$ cat src/rtl/i2c_bus_sampler_if.sv
// I2C receive front-end interface: raw SCL/SDA lines in, START/STOP events and
// received bit strobes out. The master side drives the bus lines, the slave
// side is the sampler itself.
interface i2c_bus_sampler_if;
   logic       SCL;
   logic       SDA;
   logic       Start;
   logic       RXIn;
   logic       ValidRxDIn;
   logic       AckBit;
   logic       AckValid;
   logic       StopDet;
   logic       RepStart;
   logic       BusErr;
   logic [3:0] BitCount;

   modport master (
      output SCL, SDA,
      input  Start, RXIn, ValidRxDIn, AckBit, AckValid,
             StopDet, RepStart, BusErr, BitCount
   );

   modport slave (
      input  SCL, SDA,
      output Start, RXIn, ValidRxDIn, AckBit, AckValid,
             StopDet, RepStart, BusErr, BitCount
   );
endinterface

$ cat src/rtl/i2c_bus_sampler.sv
// i2c_bus_sampler: receive front end of the I2C slave.
// Oversamples SCL/SDA on clk, detects START / repeated START / STOP and emits
// one-cycle strobes for each data bit and for the ninth (ACK) bit.
// Optional glitch filter enabled by defining I2C_GLITCH_FILTER_EN; the filter
// depth is FILT_LEN (2..8) clk cycles.
module i2c_bus_sampler #(
   parameter int FILT_LEN = 3
) (
   input logic              clk,
   input logic              rst_n,
   i2c_bus_sampler_if.slave bus
);

   localparam logic [1:0] ST_IDLE = 2'd0;
   localparam logic [1:0] ST_DATA = 2'd1;
   localparam logic [1:0] ST_ACK  = 2'd2;

   logic scl_p0, scl_p1;
   logic sda_p0, sda_p1;
   logic scl_f, sda_f;
   logic scl_q, sda_q;

   logic       scl_rise;
   logic       sda_rise;
   logic       sda_fall;
   logic       start_cond;
   logic       stop_cond;

   logic [1:0] state;
   logic [3:0] bit_count;
   logic       start_q;
   logic       rx_bit;
   logic       rx_vld;
   logic       ack_bit;
   logic       ack_vld;
   logic       stop_det;
   logic       rep_start;
   logic       bus_err;

   // Two-flop synchronizers; idle bus level is high
   always_ff @(posedge clk) begin
      if (!rst_n) begin
         scl_p0 <= 1'b1;
         scl_p1 <= 1'b1;
         sda_p0 <= 1'b1;
         sda_p1 <= 1'b1;
      end else begin
         scl_p0 <= bus.SCL;
         scl_p1 <= scl_p0;
         sda_p0 <= bus.SDA;
         sda_p1 <= sda_p0;
      end
   end

`ifdef I2C_GLITCH_FILTER_EN
   localparam int CNT_W = $clog2(FILT_LEN);
   localparam logic [CNT_W-1:0] CNT_MAX = CNT_W'(FILT_LEN - 1);

   logic [CNT_W-1:0] scl_cnt, sda_cnt;
   logic             scl_flt, sda_flt;

   // Filtered level follows the synchronized line only after FILT_LEN
   // consecutive samples at the new level; any reversion restarts the count
   always_ff @(posedge clk) begin
      if (!rst_n) begin
         scl_cnt <= '0;
         sda_cnt <= '0;
         scl_flt <= 1'b1;
         sda_flt <= 1'b1;
      end else begin
         if (scl_p1 == scl_flt) begin
            scl_cnt <= '0;
         end else if (scl_cnt == CNT_MAX) begin
            scl_cnt <= '0;
            scl_flt <= scl_p1;
         end else begin
            scl_cnt <= scl_cnt + 1'b1;
         end
         if (sda_p1 == sda_flt) begin
            sda_cnt <= '0;
         end else if (sda_cnt == CNT_MAX) begin
            sda_cnt <= '0;
            sda_flt <= sda_p1;
         end else begin
            sda_cnt <= sda_cnt + 1'b1;
         end
      end
   end

   assign scl_f = scl_flt;
   assign sda_f = sda_flt;
`else
   assign scl_f = scl_p1;
   assign sda_f = sda_p1;
`endif

   // Previous filtered levels for edge detection
   always_ff @(posedge clk) begin
      if (!rst_n) begin
         scl_q <= 1'b1;
         sda_q <= 1'b1;
      end else begin
         scl_q <= scl_f;
         sda_q <= sda_f;
      end
   end

   assign scl_rise = scl_f & ~scl_q;
   assign sda_rise = sda_f & ~sda_q;
   assign sda_fall = ~sda_f & sda_q;

   // SDA edges count as START/STOP only while SCL is stably high, so an SDA
   // edge coinciding with an SCL edge is treated as data movement
   assign start_cond = sda_fall & scl_f & scl_q;
   assign stop_cond  = sda_rise & scl_f & scl_q;

   // Bus protocol FSM: tracks the bit slot and produces all strobes
   always_ff @(posedge clk) begin
      if (!rst_n) begin
         state     <= ST_IDLE;
         bit_count <= 4'd0;
         start_q   <= 1'b0;
         rx_bit    <= 1'b1;
         rx_vld    <= 1'b0;
         ack_bit   <= 1'b1;
         ack_vld   <= 1'b0;
         stop_det  <= 1'b0;
         rep_start <= 1'b0;
         bus_err   <= 1'b0;
      end else begin
         rx_vld    <= 1'b0;
         ack_vld   <= 1'b0;
         stop_det  <= 1'b0;
         rep_start <= 1'b0;
         bus_err   <= 1'b0;
         if (start_cond) begin
            if (state != ST_IDLE) begin
               rep_start <= 1'b1;
               bus_err   <= (bit_count != 4'd0);
            end
            start_q   <= 1'b1;
            bit_count <= 4'd0;
            state     <= ST_DATA;
         end else if (stop_cond) begin
            if (state != ST_IDLE) begin
               stop_det  <= 1'b1;
               bus_err   <= (bit_count != 4'd0);
               start_q   <= 1'b0;
               bit_count <= 4'd0;
               state     <= ST_IDLE;
            end
         end else if (scl_rise) begin
            case (state)
               ST_DATA: begin
                  rx_bit    <= sda_f;
                  rx_vld    <= 1'b1;
                  bit_count <= bit_count + 4'd1;
                  if (bit_count == 4'd7) begin
                     state <= ST_ACK;
                  end
               end
               ST_ACK: begin
                  ack_bit   <= sda_f;
                  ack_vld   <= 1'b1;
                  bit_count <= 4'd0;
                  state     <= ST_DATA;
               end
               ST_IDLE: begin
               end
               default: begin
                  state     <= ST_IDLE;
                  start_q   <= 1'b0;
                  bit_count <= 4'd0;
               end
            endcase
         end
      end
   end

   assign bus.Start      = start_q;
   assign bus.RXIn       = rx_bit;
   assign bus.ValidRxDIn = rx_vld;
   assign bus.AckBit     = ack_bit;
   assign bus.AckValid   = ack_vld;
   assign bus.StopDet    = stop_det;
   assign bus.RepStart   = rep_start;
   assign bus.BusErr     = bus_err;
   assign bus.BitCount   = bit_count;

endmodule

$ cat src/flat_wrapper.sv
// flat-port wrapper written by rule: the top's interface ports become plain ports
module i2c_bus_sampler_flat 
#(
   parameter int FILT_LEN = 3
)
  (clk, rst_n, bus_SCL, bus_SDA, bus_Start, bus_RXIn, bus_ValidRxDIn, bus_AckBit, bus_AckValid, bus_StopDet, bus_RepStart, bus_BusErr, bus_BitCount);
  i2c_bus_sampler_if bus_i ();
  input logic clk;
  input logic rst_n;
  input wire logic [$bits(bus_i.SCL)-1:0] bus_SCL;
  input wire logic [$bits(bus_i.SDA)-1:0] bus_SDA;
  output wire logic [$bits(bus_i.Start)-1:0] bus_Start;
  output wire logic [$bits(bus_i.RXIn)-1:0] bus_RXIn;
  output wire logic [$bits(bus_i.ValidRxDIn)-1:0] bus_ValidRxDIn;
  output wire logic [$bits(bus_i.AckBit)-1:0] bus_AckBit;
  output wire logic [$bits(bus_i.AckValid)-1:0] bus_AckValid;
  output wire logic [$bits(bus_i.StopDet)-1:0] bus_StopDet;
  output wire logic [$bits(bus_i.RepStart)-1:0] bus_RepStart;
  output wire logic [$bits(bus_i.BusErr)-1:0] bus_BusErr;
  output wire logic [$bits(bus_i.BitCount)-1:0] bus_BitCount;
  assign bus_i.SCL = bus_SCL;
  assign bus_i.SDA = bus_SDA;
  assign bus_Start = bus_i.Start;
  assign bus_RXIn = bus_i.RXIn;
  assign bus_ValidRxDIn = bus_i.ValidRxDIn;
  assign bus_AckBit = bus_i.AckBit;
  assign bus_AckValid = bus_i.AckValid;
  assign bus_StopDet = bus_i.StopDet;
  assign bus_RepStart = bus_i.RepStart;
  assign bus_BusErr = bus_i.BusErr;
  assign bus_BitCount = bus_i.BitCount;
  i2c_bus_sampler #(.FILT_LEN(FILT_LEN)) u_core (.clk(clk), .rst_n(rst_n), .bus(bus_i));
endmodule
$ cat config.mk
export PLATFORM = sky130hd
export DESIGN_NAME = i2c_bus_sampler_flat
export DESIGN_NICKNAME = d
export VERILOG_FILES = /design/src/rtl/i2c_bus_sampler_if.sv /design/src/rtl/i2c_bus_sampler.sv /design/src/flat_wrapper.sv
export SDC_FILE = /design/constraint.sdc
export NUM_CORES = 1
export LEC_CHECK = 0
export ABC_AREA = 1
export BUFFER_PORTS_ARGS = -buffer_cell sky130_fd_sc_hd__buf_4
export CORE_ASPECT_RATIO = 0.9
export CORE_MARGIN = 2
export CORE_UTILIZATION = 40
export DETAILED_ROUTE_END_ITERATION = 10
export PLACE_DENSITY = 0.67
export SLEW_MARGIN = 0
export SYNTH_ARGS = -nofsm -noshare
export SYNTH_HDL_FRONTEND = slang
export SYNTH_SLANG_ARGS = --single-unit
$ cat constraint.sdc
create_clock -name clk -period 1.9 [get_ports clk]
set_clock_uncertainty 0.2 [all_clocks]
set_input_delay 0 -clock clk [delete_from_list [all_inputs] [get_ports clk]]
set_output_delay 0 -clock clk [all_outputs]
set_load 0.01 [all_outputs]
==> flow_metrics.py <==
metrics = {
    "run_status": {
        "status": "complete, no violations",
    },
    "clocking": {
        "clockBufferDepth": 2,
        "clk-insertion-delay-late_ns": 0.31,
        "cts.reportedPaths.clkPinSlew_ns": 0.11,
        "root_buffer": "clkbuf_4",
        "postCtsHoldBufs": 3,
        "cts_buffers": 3,
        "h-tree-depth": 1,
        "cts_setup_buffers": 0,
        "cts_num_sinks": 20,
        "ctsResizeCount": 0,
        "cts_tree": "yes",
    },
    "synthesis": {
        "synth_ff_type": "dfxtp_1",
        "avgSynthCellArea_sq_um": 7.52,
        "synth-seq-cells": 20,
        "synth.distinct_cells": 19,
        "syn-instance-count": 116,
        "async_flop_share_pct": 0,
        "yosys.area.top_type": "dfxtp_1",
        "ys_warn_count": 0,
        "synth_nets": 122,
        "yosys-top-cells-area": "dfxtp_1 46%, nand2_1 12%, nor2_1 6.5%",
        "synth_edf_count": 0,
        "synth_top_area_share_pct": 45.9,
        "yosysSeqAreaShare_pct": 45.9,
        "synth_area_sq_um": 872,
    },
    "finish": {
        "syn_to_final_growth_pct": 24.4,
        "fin_area_sq_um": 1080,
        "fillerInstances": 228,
        "antenna_cells": 0,
        "layout-drive-gt1-share_pct": 29.7,
        "mostFrequentLayoutCell": "nand2_1",
        "final_nets": 145,
        "final-seq-area_sq_um": 400,
        "mostFrequentLayoutCells": "29 x nand2_1, 20 x dfxtp_1, 15 x nor2_1, 15 x buf_4, 10 x inv_1",
        "multi_input_area_sq_um": 419,
        "fin_cells": 165,
    },
    "sta": {
        "hold_slack_ns": 0.222,
        "grt_setup_unrepaired": "false",
        "fmax_ghz": 0.683,
        "worst_pin_slew_ns": 0.242,
        "period_share_pct": 77.1,
        "fin_tns_setup_ns": 0,
        "setup_viol": 0,
        "drv_slew": 0,
        "finalHoldViolCount": 0,
        "finalCriticalPeriod_ns": 1.46,
        "slew_headroom_pct": 83.8,
    },
    "detailed_routing": {
        "vias": 786,
        "post-route-drc-count": 0,
        "drt-vias-per-instance": 4.76,
        "wl_um": 1770,
        "drt_iter0_markers": 19,
        "first_pass_iters": 4,
        "wl_per_cell_um": 10.7,
        "ant_nets": 0,
    },
    "die": {
        "core_area_sq_um": 2120,
        "placementRows": 16,
        "die-height_um": 48.3,
        "dieArea_sq_um": 2570,
        "ios": 16,
        "die_w_um": 53.2,
        "initial_utilization_pct": 41.1,
    },
    "worst_setup_path": {
        "end_kind": "flop",
        "regToRegStartpoint": "u_core.bus.BitCount[0]$_SDFFE_PP0P_",
        "crit_path_max_fanout": 5,
        "cp_num_buf_inv": 1,
        "crit_path_start_kind": "flop",
        "critPathKind": "reg -> reg",
        "crit_arrival_ns": 1.47,
        "path_delay_family": "flip-flops",
        "worst_r2r_endpoint": "u_core.state[1]$_SDFFE_PP0P_",
        "path_cells": "ha_1, nand2_1, inv_1, a21oi_1, nor2_1, a21oi_1, nor2_1",
        "r2r_cells": 7,
        "rrSetupSlack_ns": 0.44,
        "critPathMaxStageDelay_ns": 0.37,
        "slowest_stage": "dfxtp_1",
        "required_ns": 1.91,
        "timing.critical_path.from": "u_core.bus.BitCount[0]$_SDFFE_PP0P_",
    },
    "global_route": {
        "grtUsageTotal_pct": 15.5,
        "grt_pass1_vias": 657,
        "grt_remaining_overflow": 0,
        "grt_max_degree": 12,
        "antenna_found_initial": 0,
        "grt_pass1_wl_um": 2820,
    },
    "job": {
        "drv_cap": 0,
    },
    "min_path": {
        "hp-class": "in -> reg",
        "holdPathEnd": "u_core.sda_p0$_SDFF_PN1_",
        "min_path_cells": 3,
        "hold_start": "bus_SDA",
    },
    "pwr": {
        "power.density_nw_per_um2": 676,
        "ir_drop_mv": 0.375,
        "p_leak_uw": 0.000493,
        "design_power_total_uw": 733,
    },
    "place": {
        "placed_area_sq_um": 1020,
        "io_buffers": 15,
        "hpwl_um": 1290,
        "dp.cells": 158,
        "routabilityCongestion": 0.837,
    },
}
==> layout make-up <==
| cell class | instances | area share [%] |
|---|---|---|
| multi-input cells | 82 | 38.6 |
| well taps | 27 | 3.11 |
| inverters | 14 | 4.84 |
| clock buffers | 4 | 3.34 |
| repair buffers | 18 | 13.1 |
| flip-flops and latches | 20 | 36.9 |
==> metal layers <==
layer | routed length, um | track usage (%) | vias up
met3 | 61 | 2.76 | 5
met5 | 0 | 0 | -
met4 | 48 | 9.23 | 0
met1 | 874 | 20.7 | 358
li1 | - | - | 408
met2 | 785 | 24.0 | 15
==> kinds of logic after synthesis <==
| logic type | count (synthesis) | share of synthesized area, % |
|---|---|---|
| flip-flops | 20 | 45.9 |
| buffers and inverters | 14 | 6.03 |
| AO/OA/AOI/OAI | 12 | 9.04 |
| adder cells (fa/ha/maj) | 2 | 2.87 |
| AND/OR/NAND/NOR | 68 | 36.2 |
==> stage by stage <==
step	util (%)	setup slack, ns
3_5_place_dp	48.0	0.466
4_1_cts	51.1	0.449
3_3_place_gp	48.0	0.501
2_1_floorplan	-	0.506
5_1_grt	51.1	0.321
6_report	51.1	0.436
==> worst reg2reg max path, cell delays in order (launching register included) <==
cell,delay (ns)
dfxtp_1,0.37
ha_1,0.22
nand2_1,0.06
inv_1,0.05
a21oi_1,0.22
nor2_1,0.08
a21oi_1,0.12
nor2_1,0.05
==> worst max-delay path by stage <==
stage | to | slack [ns] | cells after the start
global placement | u_core.state[0]$_SDFFE_PN0P_ | 0.50 | 7
global route | u_core.state[0]$_SDFFE_PN0P_ | 0.32 | 8
floorplan | u_core.state[0]$_SDFFE_PN0P_ | 0.51 | 7
detailed placement | u_core.state[1]$_SDFFE_PP0P_ | 0.47 | 7
finish | u_core.state[1]$_SDFFE_PP0P_ | 0.44 | 7
CTS | u_core.state[0]$_SDFFE_PN0P_ | 0.45 | 7
==> power breakdown <==
group          switching [uW]  total [uW]  internal, uW
registers                5.23         431           426
clock network             133         250           117
logic                    30.2        51.9          21.8
==> synthesized netlist by cell type, types with 2 or more instances <==
| library cell | count |
|---|---|
| nand3_1 | 7 |
| nand2_2 | 4 |
| o211ai_1 | 2 |
| a21oi_1 | 6 |
| nor2_1 | 15 |
| or2_2 | 4 |
| nand2_1 | 29 |
| inv_2 | 4 |
| ha_1 | 2 |
| a21oi_2 | 2 |
| nor2_2 | 5 |
| inv_1 | 10 |
| dfxtp_1 | 20 |
==> state kept, by name, indices dropped and copies added (netlist names) <==
register               cells
u_core.bus.AckBit          1
u_core.sda_q               1
u_core.bus.RepStart        1
u_core.scl_q               1
u_core.sda_p0              1
u_core.scl_p0              1
u_core.bus.RXIn            1
u_core.bus.Start           1
u_core.sda_f               1
u_core.bus.BitCount        4
u_core.bus.StopDet         1
u_core.bus.BusErr          1
u_core.bus.ValidRxDIn      1
u_core.state               2
u_core.bus.AckValid        1
u_core.scl_f               1
Note: power is estimated with default switching activity, not from simulation.
